$ cat config.mk
export PLATFORM = sky130hd
export DESIGN_NAME = conv_weight_streamer
export DESIGN_NICKNAME = d
export VERILOG_FILES = /design/src/rtl/conv_weight_streamer_pkg.sv /design/src/rtl/conv_weight_rd_pipe.sv /design/src/rtl/conv_weight_streamer.sv
export SDC_FILE = /design/constraint.sdc
export NUM_CORES = 1
export LEC_CHECK = 0
export CAP_MARGIN = 20
export CELL_PAD_IN_SITES_DETAIL_PLACEMENT = 0
export CELL_PAD_IN_SITES_GLOBAL_PLACEMENT = 2
export CORE_ASPECT_RATIO = 1.2
export CORE_UTILIZATION = 29
export CTS_CLUSTER_DIAMETER = 40
export DETAILED_ROUTE_END_ITERATION = 12
export GPL_TIMING_DRIVEN = 0
export PLACE_DENSITY = 0.84
export REMOVE_ABC_BUFFERS = 1
export SLEW_MARGIN = 30
export SYNTH_ARGS = -nofsm -noshare
export SYNTH_HDL_FRONTEND = slang
export SYNTH_SLANG_ARGS = --single-unit
$ cat constraint.sdc
create_clock -name clk -period 3.2 [get_ports clk]
set_clock_uncertainty 0.2 [all_clocks]
set_input_delay 0.64 -clock clk [delete_from_list [all_inputs] [get_ports clk]]
set_output_delay 0.64 -clock clk [all_outputs]
set_load 0.005 [all_outputs]
$ cat src/rtl/conv_weight_streamer_pkg.sv
// Shared definitions for the conv weight streamer: widths, size helpers, FSM encoding.
package conv_weight_streamer_pkg;

    localparam int CWS_DATA_WIDTH = 32;

    typedef enum logic [1:0] {
        ST_IDLE   = 2'd0,
        ST_ISSUE  = 2'd1,
        ST_DRAIN  = 2'd2,
        ST_FINISH = 2'd3
    } cws_state_e;

    function automatic int weight_num(input int cin, input int cout, input int k);
        return cin * cout * k * k;
    endfunction

    // Counter must be able to hold the terminal value itself, hence n+1.
    function automatic int cnt_width(input int n);
        return $clog2(n + 1);
    endfunction

endpackage

$ cat src/rtl/conv_weight_rd_pipe.sv
// Return path of the weight memory: read-enable delay, output registers and return counter.
// Only this module knows the memory read latency.
module conv_weight_rd_pipe
    import conv_weight_streamer_pkg::*;
#(
    parameter int DATA_WIDTH = CWS_DATA_WIDTH,
    parameter int CNT_WIDTH  = 4
) (
    input  logic                  clk,
    input  logic                  reset,
    input  logic                  clr,
    input  logic                  rd_en,
    input  logic [DATA_WIDTH-1:0] rd_data,
    output logic [DATA_WIDTH-1:0] weight_out,
    output logic                  valid_out,
    output logic [CNT_WIDTH-1:0]  ret_cnt
);

    logic                  rd_vld_q, rd_vld_d;
    logic                  valid_q, valid_d;
    logic [DATA_WIDTH-1:0] weight_q, weight_d;
    logic [CNT_WIDTH-1:0]  ret_cnt_q, ret_cnt_d;

    always_comb begin
        rd_vld_d  = rd_en;
        valid_d   = rd_vld_q;
        weight_d  = weight_q;
        ret_cnt_d = ret_cnt_q;
        if (rd_vld_q) begin
            weight_d  = rd_data;
            ret_cnt_d = ret_cnt_q + CNT_WIDTH'(1);
        end
        if (clr) begin
            ret_cnt_d = '0;
        end
    end

    // Reset drops any read still in flight so it never reaches the stream.
    always_ff @(posedge clk) begin
        if (!reset) begin
            rd_vld_q  <= 1'b0;
            valid_q   <= 1'b0;
            weight_q  <= '0;
            ret_cnt_q <= '0;
        end else begin
            rd_vld_q  <= rd_vld_d;
            valid_q   <= valid_d;
            weight_q  <= weight_d;
            ret_cnt_q <= ret_cnt_d;
        end
    end

    assign weight_out = weight_q;
    assign valid_out  = valid_q;
    assign ret_cnt    = ret_cnt_q;

endmodule

$ cat src/rtl/conv_weight_streamer.sv
// Streams one conv layer's weight block from on-chip memory, one word per cycle,
// with issue throttled by pause.
module conv_weight_streamer
    import conv_weight_streamer_pkg::*;
#(
    parameter int DATA_WIDTH      = CWS_DATA_WIDTH,
    parameter int CHANNEL_NUM_IN  = 64,
    parameter int CHANNEL_NUM_OUT = 256,
    parameter int KERNEL          = 1,
    parameter int ADDR_WIDTH      = 16
) (
    input  logic                  clk,
    input  logic                  reset,
    input  logic                  start,
    input  logic [ADDR_WIDTH-1:0] base_addr,
    input  logic                  pause,
    output logic                  mem_rd_en,
    output logic [ADDR_WIDTH-1:0] mem_addr,
    input  logic [DATA_WIDTH-1:0] mem_rd_data,
    output logic [DATA_WIDTH-1:0] weight_out,
    output logic                  valid_weight_out,
    output logic                  busy,
    output logic                  done
);

    localparam int WEIGHT_NUM = weight_num(CHANNEL_NUM_IN, CHANNEL_NUM_OUT, KERNEL);
    localparam int CNT_WIDTH  = cnt_width(WEIGHT_NUM);
    localparam logic [CNT_WIDTH-1:0] WN_C = CNT_WIDTH'(WEIGHT_NUM);

    cws_state_e            state_q, state_d;
    logic [ADDR_WIDTH-1:0] base_q, base_d;
    logic [CNT_WIDTH-1:0]  issue_cnt_q, issue_cnt_d;
    logic [CNT_WIDTH-1:0]  ret_cnt;
    logic                  rd_en;
    logic                  clr;
    logic                  busy_c;
    logic                  done_c;

    always_comb begin
        state_d     = state_q;
        base_d      = base_q;
        issue_cnt_d = issue_cnt_q;
        rd_en       = 1'b0;
        clr         = 1'b0;
        busy_c      = 1'b0;
        done_c      = 1'b0;
        case (state_q)
            ST_IDLE: begin
                if (start) begin
                    base_d      = base_addr;
                    issue_cnt_d = '0;
                    clr         = 1'b1;
                    state_d     = ST_ISSUE;
                end
            end
            ST_ISSUE: begin
                busy_c = 1'b1;
                if (!pause && (issue_cnt_q < WN_C)) begin
                    rd_en       = 1'b1;
                    issue_cnt_d = issue_cnt_q + CNT_WIDTH'(1);
                end
                if (issue_cnt_d == WN_C) begin
                    state_d = ST_DRAIN;
                end
            end
            ST_DRAIN: begin
                busy_c = 1'b1;
                if (ret_cnt == WN_C) begin
                    state_d = ST_FINISH;
                end
            end
            ST_FINISH: begin
                done_c  = 1'b1;
                state_d = ST_IDLE;
            end
            default: state_d = ST_IDLE;
        endcase
    end

    always_ff @(posedge clk) begin
        if (!reset) begin
            state_q     <= ST_IDLE;
            base_q      <= '0;
            issue_cnt_q <= '0;
        end else begin
            state_q     <= state_d;
            base_q      <= base_d;
            issue_cnt_q <= issue_cnt_d;
        end
    end

    // Address wraps modulo 2^ADDR_WIDTH; range checking belongs to the sequencer.
    assign mem_rd_en = rd_en;
    assign mem_addr  = base_q + ADDR_WIDTH'(issue_cnt_q);
    assign busy      = busy_c;
    assign done      = done_c;

    conv_weight_rd_pipe #(
        .DATA_WIDTH (DATA_WIDTH),
        .CNT_WIDTH  (CNT_WIDTH)
    ) u_rd_pipe (
        .clk        (clk),
        .reset      (reset),
        .clr        (clr),
        .rd_en      (rd_en),
        .rd_data    (mem_rd_data),
        .weight_out (weight_out),
        .valid_out  (valid_weight_out),
        .ret_cnt    (ret_cnt)
    );

endmodule

==> results of run 1 <==
[per-layer routing]
metal | vias up | GRT usage, %
li1 | 2005 | -
met2 | 97 | 26.3
met1 | 1831 | 18.1
met5 | - | 0
met4 | 0 | 4.40
met3 | 6 | 5.89
[worst max-delay path: cells and delay by family, from the launching register on]
kind                       cells  cell delay, ps
and+or+nand+nor                2             240
DFF                            1             350
buffers and inverters          3             290
AOI/OAI and AO/OA              3             430
adders and majority gates      2             500
muxes                          1             200
[layout by cell type, fill, tap and decap left out, types with 18 or more instances in the layout]
master / Yosys / routed
buf_4: 0 / 23
clkdlybuf4s50_1: 0 / 91
nor2_1: 31 / 31
a21oi_1: 25 / 21
a21boi_0: 18 / 18
nand2_1: 63 / 63
mux2i_1: 38 / 38
nor2b_1: 40 / 39
dfxtp_1: 82 / 69
[state kept, by name, indices dropped and copies added (netlist names)]
| register | count |
|---|---|
| issue_cnt_q | 15 |
| u_rd_pipe.ret_cnt | 15 |
| u_rd_pipe.rd_vld_q | 1 |
| state_q | 2 |
| u_rd_pipe.weight_out | 32 |
| base_q | 16 |
| u_rd_pipe.valid_out | 1 |
[stage by stage]
stage               power, uW  TNS, ps
global placement         2010   -17960
CTS                      3100     -173
global route             3250     -261
floorplan                1630        0
detailed placement       2020    -1970
finish                   3050        0
[path summary, 6_finish.rpt]
path | startpoint | endpoint | slack, ps | cells after the start
max reg2reg | issue_cnt_q[1]$_SDFFE_PN0P_ | state_q[1]$_SDFFE_PN0P_ | 460 | 8
max | base_q[0]$_SDFFE_PN0P_ | mem_addr[14] | 9 | 11
min | base_q[11]$_SDFFE_PN0P_ | base_q[11]$_SDFFE_PN0P_ | 280 | 2
min reg2reg | base_q[11]$_SDFFE_PN0P_ | base_q[11]$_SDFFE_PN0P_ | 280 | 2
[cells by family after synthesis]
family                     Yosys count
AOI/OAI and AO/OA                   95
adders and majority gates           23
xor gates and xnor gates            25
and+or+nand+nor                    209
DFF                                 82
buffers and inverters               36
muxes                               38
[where the power goes]
group	switching [uW]	internal (uW)	total, uW
logic	425	402	827
clock network	418	620	1040
registers	81.7	1100	1180
total	925	2120	3050
[repair_timing]
item / CTS / global route
resized for setup: 68 / 21
buffers inserted: 24 / 2
setup endpoints to repair: 12 / 11
pin swaps: 12 / 11
hold buffers: 0 / 0
[cell type report]
cell class,count,share of cell area [%]
clock buffer,12,3.99
clock inverter,3,0.648
inverter,13,0.789
multi-input combinational,390,44.4
sequential,82,27.1
tap,200,4.05
timing repair buffer,127,19.0
==> flow_summary.ini, run 1 <==
[run_status]
run_status = complete, no violations

[synthesis]
synth_ff_type = dfxtp_1
netlist_area_sq_um = 4380
yosysWarnings = 0
yosys.area_share.simple_pct = 24.5
syn_area_per_cell_sq_um = 8.62
synthDominantCellAreaShare_pct = 37.5
yosys_register_bits = 82
yosysUniqueCellTypes = 54
synthTopCellsByCount = 82 x dfxtp_1, 63 x nand2_1, 40 x nor2b_1
synth_top_family_by_area = simple AND/OR/NAND/NOR gates
synthMuxAreaShare_pct = 8.69
ys_seq_area_share_pct = 37.5
synth_xor_area_share_pct = 5.00
postSynthCellCount = 508
yosysTopAreaCell = dfxtp_1
synth_area_leaders = dfxtp_1 38%, mux2i_1 8.7%, ha_1 6.3%, nor2b_1 5.7%, nand2_1 5.4%
synthAdderAreaFrac_pct = 6.75
synth_compound_area_share_pct = 14.1
synth_edf_count = 0
yosysMostFrequentCell = dfxtp_1
ys_async_sr_fraction_pct = 0

[global_route]
grt.overflow.total = 0
grt_max_degree = 71
grt_pass1_vias = 4016
antenna_found_initial = 0
gr-usage-all-layers_pct = 15.5
grt_pass1_wl_um = 19100

[clock_network]
cts_max_level = 3
tritoncts = built
clkTransAtPathRegs_ps = 60
cts.sinks = 82
cts_root_buf = clkbuf_16
worstSkewPairLatency_ps = 340
clockBufferDepth = 2
cts_made_buffers = 9

[flow_run]
maxCapViolations = 0

[critical_path]
max_stage_delay_ps = 350
cp.required_ps = 2360
cp.arrival_ps = 2350
crit_fanout = 3
end_kind = primary output
start_kind = register
critPathSlowestCell = dfxtp_2
crit_chain = ha_4, inv_2, fa_2, nor2b_2, o31a_1, buf_6, o21ai_4, a21oi_2, mux2i_1, nand3_1, clkbuf_2
worstSetupPathType = reg2out

[floorplan]
die_h_um = 137
die_w_um = 114
core_sq_um = 14500
rows = 48
die-area_sq_um = 15600
ios = 104
initial_core_util_pct = 30.1

[final_layout]
area_growth_pct = 41.2
drive_gt1_share_pct = 14.4
stdcell_count = 827
layout.nets = 698
diodes = 0
fin_util_pct = 42.5
regArea_sq_um = 1680
design_area_sq_um = 6180
n_fill_cell = 1470
multi_input_area_sq_um = 2740

[sta]
maxSlewHeadroom_pct = 45.4
max_freq_mhz = 313
hold_viol = 0
tightest_slew_ps = 819
final-max-slew-violation-count = 0
final-setup-viol-count = 0
period_share_pct = 99.7
fin_ws_ps = 9.03
holdWs_ps = 282
rsz0062_at_grt = yes
min_period_ps = 3190

[power_and_ir_drop]
vdd_drop_max_v = 0.000238
p_leak_uw = 0.00229
powerDensity_nw_per_um2 = 493

[drt]
num_vias = 3939
dr_wl_met2_um = 5530
post_drt_via_cell_ratio = 4.76
wl_um = 11600
antenna_left = 0
drt_iter0_drc = 101
wl_met3_um = 845
wl_per_cell_um = 14.0
drc_errors = 0
drt-met1-wl_um = 5070
top_layer = met4
first_pass_iters = 4

[min_path]
hold_class = reg2reg

[placed_design]
portBuffers = 103
dp_cells = 788
dpl.hpwl_um = 7560
dpl-instance-area_sq_um = 5560
gp_congestion = 0.778
dpl_worst_slack_ps = -436
Power figures use the tool's default switching activity.
==> run 2: changes to the inputs <==
Settings changed: CORE_UTILIZATION 29 to 26, PLACE_DENSITY 0.84 to 0.8.
Clock period 3.2 ns to 2.6 ns, I/O delays scaled along.
==> flow_summary.ini, run 2 (synthesis gave the netlist of run 1 again) <==
[sta]
period_share_pct = 119
min_period_ps = 3090
holdWs_ps = 275
maxSlewHeadroom_pct = 57.7
final.setup.tns_ps = -4260
final-max-slew-violation-count = 0
max_freq_mhz = 323
tightest_slew_ps = 634
final-setup-viol-count = 12
rsz0062_at_grt = yes
fin_ws_ps = -493
hold_viol = 0

[final_layout]
area_growth_pct = 44.0
drive_gt1_share_pct = 17.6
largest_reg_flops = 32
fin_util_pct = 38.6
layout.nets = 695
final_cell_mix = 88 x clkdlybuf4s50_1, 69 x dfxtp_1, 62 x nand2_1, 39 x nor2b_1, 37 x mux2i_1
diodes = 0
layout_commonest_cell = clkdlybuf4s50_1

[drt]
drt_iter0_drc = 120
post_drt_via_cell_ratio = 4.74
wl_per_cell_um = 13.9
wl_um = 11700
antenna_left = 0
drc_errors = 0
first_pass_iters = 4
num_vias = 3971

[critical_path]
cp.required_ps = 1880
critPathBufInv = 3
start_kind = register
worstSetupPathType = reg2out
crit_chain = ha_4, inv_2, fa_2, nor2b_4, o31a_1, o21ai_2, a21oi_2, buf_4, mux2i_1, nand3_1, buf_2
max_stage_delay_ps = 360
end_kind = primary output
cp_top_family = adder cells
reg2regPathDepth = 8
crit_fanout = 3
cp.arrival_ps = 2370
critPathSlowestCell = dfxtp_4
cp.depth = 11

[clock_network]
clkTransAtPathRegs_ps = 60
clockBufferDepth = 2
cts_made_buffers = 9
tritoncts = built
cts.sinks = 82
cts_root_buf = clkbuf_16
hold_buffers = 0
cts_max_level = 3
worstSkewPairLatency_ps = 350

[placed_design]
dpl.hpwl_um = 7840
portBuffers = 103
gp_congestion = 0.736

[global_route]
gr-usage-all-layers_pct = 13.8
grt.overflow.total = 0
antenna_found_initial = 0
grt_pass1_vias = 3943
grt_max_degree = 71
grt_pass1_wl_um = 18800

[run_status]
violations = setup timing
run_status = finished with violations

[floorplan]
die-area_sq_um = 17400
core_sq_um = 16300
die_w_um = 120
rows = 51
initial_core_util_pct = 26.8
die_h_um = 144
ios = 104

[min_path]
hold_path_depth = 2
hold_class = reg2reg

[power_and_ir_drop]
vdd_drop_max_v = 0.000317
powerDensity_nw_per_um2 = 606
p_leak_uw = 0.00229
total_power_uw = 3820

[flow_run]
maxCapViolations = 0
## run 2: cell types whose count changed in the layout (fill, tap and decap cells not counted), sizes merged, moves of 2 or more
cell,delta
clkdlybuf4s50,-3
dlygate4sd2,+2
buf,+3
clkbuf,-5
clkinvlp,+3
clkinv,-2
## run 2: worst register-to-register path, cell delays in order (launching register included)
cell and delay, ps:
dfxtp_4 360, buf_4 140, ha_2 210, or3b_4 420
or3_4 370, mux2i_2 210, nor4_2 60, a31oi_2 250
mux2i_1 220
## run 2: final timing paths
check	from	to	slack [ps]
min reg2reg	base_q[9]$_SDFFE_PN0P_	base_q[9]$_SDFFE_PN0P_	270
min	base_q[9]$_SDFFE_PN0P_	base_q[9]$_SDFFE_PN0P_	270
max reg2reg	issue_cnt_q[0]$_SDFFE_PN0P_	state_q[0]$_SDFFE_PN0P_	90
max	issue_cnt_q[0]$_SDFFE_PN0P_	mem_addr[14]	-490
## run 2: what timing repair did
item                                    4_1_cts  5_1_grt
endpoints found under the setup margin       18       27
resized for setup                            98       25
pin swaps                                    22       12
buffers inserted                             18        5
## run 2: final cells by class
type	instances	area [sq um]
Multi-Input combinational cell	390	2850
Sequential cell	82	1680
Timing Repair Buffer	124	1150
Clock buffer	11	253
Inverter	13	48.8
Clock inverter	5	61.3
Fill cell	1674	10000
Tap cell	212	265
## run 2: layer usage
metal / GRT usage (%) / vias to the layer above / part of all wire, %
met5: 0 / - / 0
met1: 15.9 / 1858 / 44
met2: 23.2 / 98 / 47
met3: 4.42 / 19 / 6.6
met4: 6.63 / 0 / 2.2
li1: - / 1996 / -
## run 2: power breakdown
part	total, uW	internal [uW]	switching, uW
Clock	1340	800	543
Sequential	1460	1350	105
Combinational	1020	491	528
Total	3820	2640	1180
## run 2: per-stage QoR
step | instances | setup WS (ps) | area (sq um)
6_report | 837 | -493 | 6300
5_1_grt | 837 | -633 | 6300
3_5_place_dp | 800 | -976 | 5570
2_1_floorplan | 485 | -251 | 4280
4_1_cts | 833 | -555 | 6180
3_3_place_gp | 800 | -1470 | 5570
